$ cat src/rtl/arith_pkg.sv
// Shared types and helpers for the sequential integer arithmetic units
// (mul_add_int today, div_int when it is reworked).
package arith_pkg;

  typedef enum logic {IDLE, CALC} arith_state_e;

  function automatic int result_width(input int width);
    return 2 * width;
  endfunction

endpackage

$ cat src/rtl/mul_add_int.sv
// Radix-2 shift-and-add unit computing p = a*b + c, one iteration per clock,
// with the same start/busy/valid handshake as div_int.
module mul_add_int
  import arith_pkg::*;
#(
  parameter int WIDTH = 4
) (
  input  logic                 clk,
  input  logic                 rst_n,
  input  logic                 start,
  input  logic [WIDTH-1:0]     a,
  input  logic [WIDTH-1:0]     b,
  input  logic [WIDTH-1:0]     c,
  output logic                 busy,
  output logic                 valid,
  output logic                 ovf,
  output logic [2*WIDTH-1:0]   p
);

  localparam int RW = result_width(WIDTH);
  localparam int CW = $clog2(WIDTH + 1);

  arith_state_e    r_state;
  arith_state_e    w_state_nxt;
  logic [RW-1:0]   r_mcand;
  logic [RW-1:0]   r_acc;
  logic [RW-1:0]   r_p;
  logic [RW-1:0]   w_acc_nxt;
  logic [WIDTH-1:0] r_mplier;
  logic [CW-1:0]   r_cnt;
  logic            r_valid;
  logic            r_ovf;
  logic            w_last;

  // The iteration that brings the counter to WIDTH is also the one that publishes p.
  assign w_acc_nxt = r_mplier[0] ? (r_acc + r_mcand) : r_acc;
  assign w_last    = (r_cnt == CW'(WIDTH - 1));

  always_comb begin
    w_state_nxt = r_state;
    case (r_state)
      IDLE:    if (start)  w_state_nxt = CALC;
      CALC:    if (w_last) w_state_nxt = IDLE;
      default: w_state_nxt = IDLE;
    endcase
  end

  always_ff @(posedge clk or negedge rst_n) begin
    if (!rst_n) r_state <= IDLE;
    else        r_state <= w_state_nxt;
  end

  always_ff @(posedge clk or negedge rst_n) begin
    if (!rst_n) begin
      r_mcand  <= '0;
      r_mplier <= '0;
      r_acc    <= '0;
      r_cnt    <= '0;
      r_p      <= '0;
      r_ovf    <= 1'b0;
      r_valid  <= 1'b0;
    end else if (r_state == IDLE) begin
      if (start) begin
        r_mcand  <= {{(RW-WIDTH){1'b0}}, a};
        r_mplier <= b;
        r_acc    <= {{(RW-WIDTH){1'b0}}, c};
        r_cnt    <= '0;
        r_valid  <= 1'b0;
      end
    end else begin
      r_acc    <= w_acc_nxt;
      r_mcand  <= r_mcand << 1;
      r_mplier <= r_mplier >> 1;
      r_cnt    <= r_cnt + CW'(1);
      if (w_last) begin
        r_p     <= w_acc_nxt;
        r_ovf   <= |w_acc_nxt[RW-1:WIDTH];
        r_valid <= 1'b1;
      end
    end
  end

  assign busy  = (r_state == CALC);
  assign valid = r_valid;
  assign ovf   = r_ovf;
  assign p     = r_p;

endmodule

$ cat config.mk
export PLATFORM = sky130hd
export DESIGN_NAME = mul_add_int
export DESIGN_NICKNAME = d
export VERILOG_FILES = /design/src/rtl/arith_pkg.sv /design/src/rtl/mul_add_int.sv
export SDC_FILE = /design/constraint.sdc
export NUM_CORES = 1
export LEC_CHECK = 0
export CAP_MARGIN = 20
export CORE_ASPECT_RATIO = 0.8
export CORE_MARGIN = 1
export CORE_UTILIZATION = 54
export CTS_CLUSTER_SIZE = 25
export DETAILED_ROUTE_END_ITERATION = 7
export PLACE_DENSITY = 0.79
export SYNTH_ARGS = -nofsm -noshare
export SYNTH_HDL_FRONTEND = slang
export SYNTH_SLANG_ARGS = --single-unit
$ cat constraint.sdc
create_clock -name clk -period 2.81 [get_ports clk]
set_input_delay 0.281 -clock clk [delete_from_list [all_inputs] [get_ports clk]]
set_output_delay 0.281 -clock clk [all_outputs]
set_load 0.005 [all_outputs]
==> results of run 1 <==
state kept, by name (all words and copies together), names as in the netlist:
name / flops
p: 8
r_acc: 8
r_mcand: 8
r_mplier: 4
r_cnt: 3
busy: 1
ovf: 1
valid: 1
per-layer routing:
metal  vias to the layer above  global-route usage
li1                        747                   -
met1                       723               0.343
met2                        32               0.386
met3                         7              0.0574
met4                         0              0.0868
met5                         -                   0
how the worst max path moves through the flow:
stage,end,slack (ns),from
3_5_place_dp,ovf$_DFFE_PN0P_,0.45,r_mcand[0]$_DFFE_PN0P_
5_1_grt,r_acc[6]$_DFFE_PN0P_,0.22,r_mcand[0]$_DFFE_PN0P_
6_report,ovf$_DFFE_PN0P_,0.42,r_mcand[0]$_DFFE_PN0P_
2_1_floorplan,ovf$_DFFE_PN0P_,0.72,r_mcand[0]$_DFFE_PN0P_
4_1_cts,ovf$_DFFE_PN0P_,0.43,r_mcand[0]$_DFFE_PN0P_
3_3_place_gp,ovf$_DFFE_PN0P_,0.59,r_mcand[0]$_DFFE_PN0P_
layout by cell type (no fill, tap or decap), drive strengths merged:
master,n
fa,1
a22o,2
a311oi,2
nand4,1
o311ai,2
ha,9
mux2i,12
nor2b,4
o21bai,2
xor2,1
a221oi,1
clkbuf,6
o21ai,16
a21oi,19
mux2,2
inv,8
dfrtp,34
or3,2
xnor2,2
or4,1
a21o,1
nor4,1
o31a,2
buf,5
a31oi,2
o31ai,2
clkinv,1
nor3,4
a211oi,7
o2111ai,1
nand2,25
nand2b,6
clkinvlp,1
clkdlybuf4s50,25
nor2,11
power breakdown:
group | internal, W | leakage (nW) | total, W | switching, W
sequential | 0.000691 | 0.422 | 0.000831 | 0.000140
clock | 0.000197 | 0.0472 | 0.000383 | 0.000186
combinational | 0.000542 | 0.525 | 0.00116 | 0.000622
total | 0.00143 | 0.994 | 0.00238 | 0.000947
worst max-delay path: cells and delay by family (launching register included):
family	cells	cell delay, ns
AO/OA/AOI/OAI	4	0.95
adder cells (fa/ha/maj)	2	0.64
AND/OR/NAND/NOR	2	0.26
flip-flops	1	0.38
buffers and inverters	1	0.08
area by class of cell:
class | instances | area, um2
multi-input combinational | 141 | 975
fill | 238 | 932
inverter | 8 | 30.0
clock buffer | 6 | 82.6
tap | 40 | 50.0
timing repair buffer | 30 | 288
clock inverter | 2 | 12.5
sequential | 34 | 851
stage by stage:
| step | cells | utilization | hold WS (ns) | power, W | worst slack, ns |
|---|---|---|---|---|---|
| 2_1_floorplan | 193 | - | -0.0146 | 0.00163 | 0.720 |
| 3_3_place_gp | 253 | 0.681 | 0.464 | 0.00195 | 0.586 |
| 3_5_place_dp | 253 | 0.681 | 0.477 | 0.00200 | 0.451 |
| 4_1_cts | 261 | 0.711 | 0.403 | 0.00239 | 0.428 |
| 5_1_grt | 261 | 0.711 | 0.454 | 0.00256 | 0.218 |
| 6_report | 261 | 0.711 | 0.390 | 0.00238 | 0.422 |
kinds of logic (layout without fill, tap and decap cells):
family,Yosys count,in the layout,synth area share
compound gates,59,59,0.222
simple gates,55,55,0.133
fa+ha+maj,10,10,0.0700
mux,14,14,0.0752
buf+inv,18,46,0.0370
xor+xnor,3,3,0.0139
flops,34,34,0.449
==> results by group, run 1 <==
STA
  • Setup TNS Final: 0 ns
  • Final min period: 2.39 ns
  • # setup viols final: 0
  • Post-route clock period utilization: 0.850
  • Peak Freq: 419 MHz
  • RSZ-0062 raised after global routing: no
  • Final hold vios: 0
  • Clock Skews: 0.0107 ns
  • Pins Over Slew Limit: 0
  • Slew headroom: 0.593
  • Tightest Pin Transition: 0.609 ns

Synthesis
  • Synth top area share: 0.449
  • Synth Flop Type: dfrtp_1
  • Post-synthesis sequential area ratio: 0.449
  • Net count after synthesis: 218
  • Post-synthesis async set-or-reset flop share: 1.00
  • Yosys top cell by area: dfrtp_1
  • Cell Area, Synth: 0.00190 mm2
  • Count of different cell masters after synthesis: 42
  • Largest cells by area after synthesis: dfrtp_1, mux2i_1, ha_1, nand2_1, a21oi_1
  • Most frequent cell after synthesis: dfrtp_1
  • Post-synthesis cell count: 193
  • Synth Warn #: 0
  • Mean Syn Cell Area: 9.82 um2
  • Most frequent cells after synthesis: dfrtp_1, nand2_1, a21oi_1, mux2i_1, o21ai_0
  • Number of synthesized flops with an enable pin: 0
  • Register bit count reported by yosys: 34

Detailed routing
  • Met1 WL: 1.96 mm
  • Total length of routed wires: 4.03 mm
  • Highest metal used: met4
  • DRT antenna net count: 0
  • Routed WL per cell: 15.4 um
  • Drt via density: 5.78
  • DRT iter0 DRCs: 51
  • Drt drc: 0
  • Via count: 1509
  • Metal2 WL: 1.83 mm
  • Met3 wire length: 178 um
  • 1st-pass router iterations: 4

Critical path
  • CP Cell Sequence: ha_1 -> inv_1 -> fa_1 -> nand2b_1 -> a21oi_1 -> nor2_1 -> o311ai_1 -> a211oi_2 -> a21oi_2
  • Critical path data required time: 3.02 ns
  • FF-to-FF End: ovf$_DFFE_PN0P_
  • Flop2flop setup slack: 0.42 ns
  • Worst reg2reg path startpoint: r_mcand[0]$_DFFE_PN0P_
  • Crit path kind: reg2reg
  • Crit path DAT: 2.60 ns
  • Cells on worst reg2reg path: 9
  • Slowest cell on the critical path: o311ai_1
  • Crit. End Element: flop
  • Slowest stage delay, CP: 0.43 ns
  • Worst Setup Start Kind: flop
  • Crit path max fanout: 4

Die
  • Initial Util: 0.589
  • Core Box Area: 0.00322 mm2
  • Ports: 26
  • Die H: 55.0 um
  • Placement Rows: 18
  • Chip width: 68.2 um
  • Die Footprint: 0.00375 mm2

Global route
  • Vias in the first global route: 1423
  • Remaining global-route overflow: 0
  • Antenna violations before repair: 0
  • First-pass GRT wire length: 6.65 mm
  • GRT Resource Usage Total: 0.249
  • Pin count of the biggest net entering global routing: 48

Cells and area
  • Nets: 245
  • Post-layout instance area: 0.00229 mm2
  • Share of layout cells above drive strength 1: 0.0995
  • Synth-to-Final Area Change: 20.7%
  • Antenna fix cells: 0

Clocking
  • Number of clock sinks: 34
  • CTS clk-pin slew, worst paths: 0.08 ns
  • Num CTS Buffers: 5
  • Clock latency on the worst-skew pair: 0.29 ns
  • CTS Root Cell: clkbuf_8
  • CTS HTree Levels: 2
  • Clock buffer depth: 2
  • Post CTS Setup Buffer Count: 0
  • Post-cts resize count: 0
  • CTS tree: done
  • Hold buffers post-CTS: 0

Min path
  • Class of the worst hold path: in2async

Power
  • Worst IR Drop VDD: 0.000645 V
  • P per Cell Area: 1040 mW/mm2
  • Leak: 0.994 nW

Outcome
  • Status: completed

Run
  • Max-Cap Viols: 0

Place
  • PortBufs: 25
  • Post-place instance area: 0.00219 mm2
  • DP HPWL: 2.94 mm
  • RD Place Congestion: 0.865
(Power assumes the default switching activity.)
==> run 2: changes to the inputs <==
Settings changed: CORE_UTILIZATION 54 to 49, PLACE_DENSITY 0.79 to 0.75.
Clock period 2.81 ns to 2 ns, I/O delays scaled along.
==> run 2 against run 1 <==
- the run now ends with negative setup slack left
- design area increased by 13%
- largest cell class unchanged
- total power increased by 62%
- critical path depth decreased by 2
==> results by group, run 2 (synthesis gave the netlist of run 1 again) <==
STA
  • Pins Over Slew Limit: 0
  • Clock Skews: 0.00961 ns
  • Tightest Pin Transition: 0.473 ns
  • RSZ-0062 raised after global routing: yes
  • Final hold vios: 0
  • Fin worst setup slack: -0.0765 ns
  • # setup viols final: 3
  • Final min period: 2.08 ns
  • Slew headroom: 0.684
  • Setup TNS Final: -0.185 ns
  • Peak Freq: 482 MHz
  • Post-route clock period utilization: 1.04

Clocking
  • CTS tree: done
  • CTS Root Cell: clkbuf_8
  • Clock buffer depth: 2
  • Hold buffers post-CTS: 0
  • Number of clock sinks: 34
  • Num CTS Buffers: 5
  • Clock latency on the worst-skew pair: 0.29 ns
  • CTS HTree Levels: 2
  • CTS clk-pin slew, worst paths: 0.07 ns

Die
  • Chip width: 71.5 um
  • Core Box Area: 0.00357 mm2
  • Initial Util: 0.532
  • Die H: 57.6 um
  • Placement Rows: 19
  • Ports: 26
  • Die Footprint: 0.00412 mm2

Critical path
  • Critical path data required time: 2.15 ns
  • Crit path max fanout: 3
  • Worst Setup Start Kind: flop
  • Crit path kind: reg2reg
  • Crit. End Element: flop
  • Crit path DAT: 2.23 ns

Place
  • Place WS: -0.0692 ns
  • DP HPWL: 3.14 mm
  • PortBufs: 25
  • Cells after DPL: 271
  • RD Place Congestion: 0.874

Power
  • Worst IR Drop VDD: 0.000785 V
  • P per Cell Area: 1490 mW/mm2
  • Leak: 1.11 nW
  • Total Power: 0.00385 W

Outcome
  • Status: finished with violations
  • Failing checks: negative setup slack

Detailed routing
  • Routed WL per cell: 16.1 um
  • Drt drc: 0
  • Total length of routed wires: 4.54 mm
  • DRT antenna net count: 0
  • Drt via density: 5.70
  • 1st-pass router iterations: 4
  • DRT iter0 DRCs: 58
  • Via count: 1606

Cells and area
  • Nets: 265
  • Commonest non-fill, non-tap cell in the layout: dfrtp_1
  • Share of layout cells above drive strength 1: 0.233
  • Antenna fix cells: 0
  • Most frequent cells in the layout: dfrtp_1, nand2_1, clkdlybuf4s50_1, buf_4, a21oi_1
  • Fin cells: 282
  • Synth-to-Final Area Change: 36.0%

Global route
  • Pin count of the biggest net entering global routing: 48
  • GRT Resource Usage Total: 0.249
  • Antenna violations before repair: 0
  • First-pass GRT wire length: 7.78 mm
  • Remaining global-route overflow: 0
  • Vias in the first global route: 1621

Run
  • Max-Cap Viols: 0

Min path
  • Class of the worst hold path: in2async
run 2: changes by cell type in the layout (fill, tap and decap cells not counted), moves of 2 or more:
cell,delta
buf_4,+19
clkbuf_1,+2
ha_4,+6
ha_1,-6
run 2: timing repair:
action / 4_1_cts / 5_1_grt
gates cloned: 0 / 0
buffers inserted: 3 / 1
setup endpoints to repair: 5 / 6
gates resized for setup: 8 / 12
pin swaps: 4 / 9
run 2: path summary, 6_finish.rpt:
kind                                   endpoint                   start  slack [ns]  cells past startpoint
min in group clk               p[7]$_DFFE_PN0P_        p[7]$_DFFE_PN0P_        0.47                      2
setup reg to reg           r_acc[7]$_DFFE_PN0P_  r_mcand[1]$_DFFE_PN0P_       -0.08                      7
setup / recovery           r_acc[7]$_DFFE_PN0P_  r_mcand[1]$_DFFE_PN0P_       -0.08                      7
hold / removal                valid$_DFFE_PN0P_                   rst_n        0.31                      2
max in group asynchronous      p[7]$_DFFE_PN0P_                   rst_n        1.37                      2
hold reg to reg                p[7]$_DFFE_PN0P_        p[7]$_DFFE_PN0P_        0.47                      2
run 2: routing by layer:
| metal | track usage | vias to the layer above | part of all wire |
|---|---|---|---|
| li1 | - | 778 | - |
| met3 | 0.0435 | 5 | 0.031 |
| met4 | 0.101 | 0 | 0.012 |
| met5 | 0 | - | 0 |
| met1 | 0.350 | 789 | 0.47 |
| met2 | 0.389 | 34 | 0.48 |
run 2: critical path, stage by stage, from the launching register on:
cell,delay [ns]
dfrtp_1,0.42
ha_4,0.27
a211oi_4,0.30
nor3_2,0.07
or4_1,0.52
nand4_1,0.13
o31a_4,0.18
a21oi_2,0.06
run 2: layout make-up:
cell class | count | area [um2]
Multi-Input combinational cell | 141 | 1130
Fill cell | 257 | 988
Sequential cell | 34 | 851
Timing Repair Buffer | 50 | 442
Clock buffer | 7 | 76.3
Tap cell | 42 | 52.6
Inverter | 8 | 30.0
run 2: stage by stage:
step	hold slack (ns)	instance area, um2	utilization
3_3_place_gp	0.463	2350	0.660
5_1_grt	0.366	2580	0.723
3_5_place_dp	0.468	2350	0.660
6_report	0.315	2580	0.723
4_1_cts	0.331	2500	0.702
2_1_floorplan	-0.0956	1930	-
run 2: power breakdown:
group	internal [W]	total [W]	switching, W
combinational	0.00111	0.00216	0.00106
sequential	0.000972	0.00121	0.000238
clock	0.000240	0.000480	0.000240
total	0.00232	0.00385	0.00153
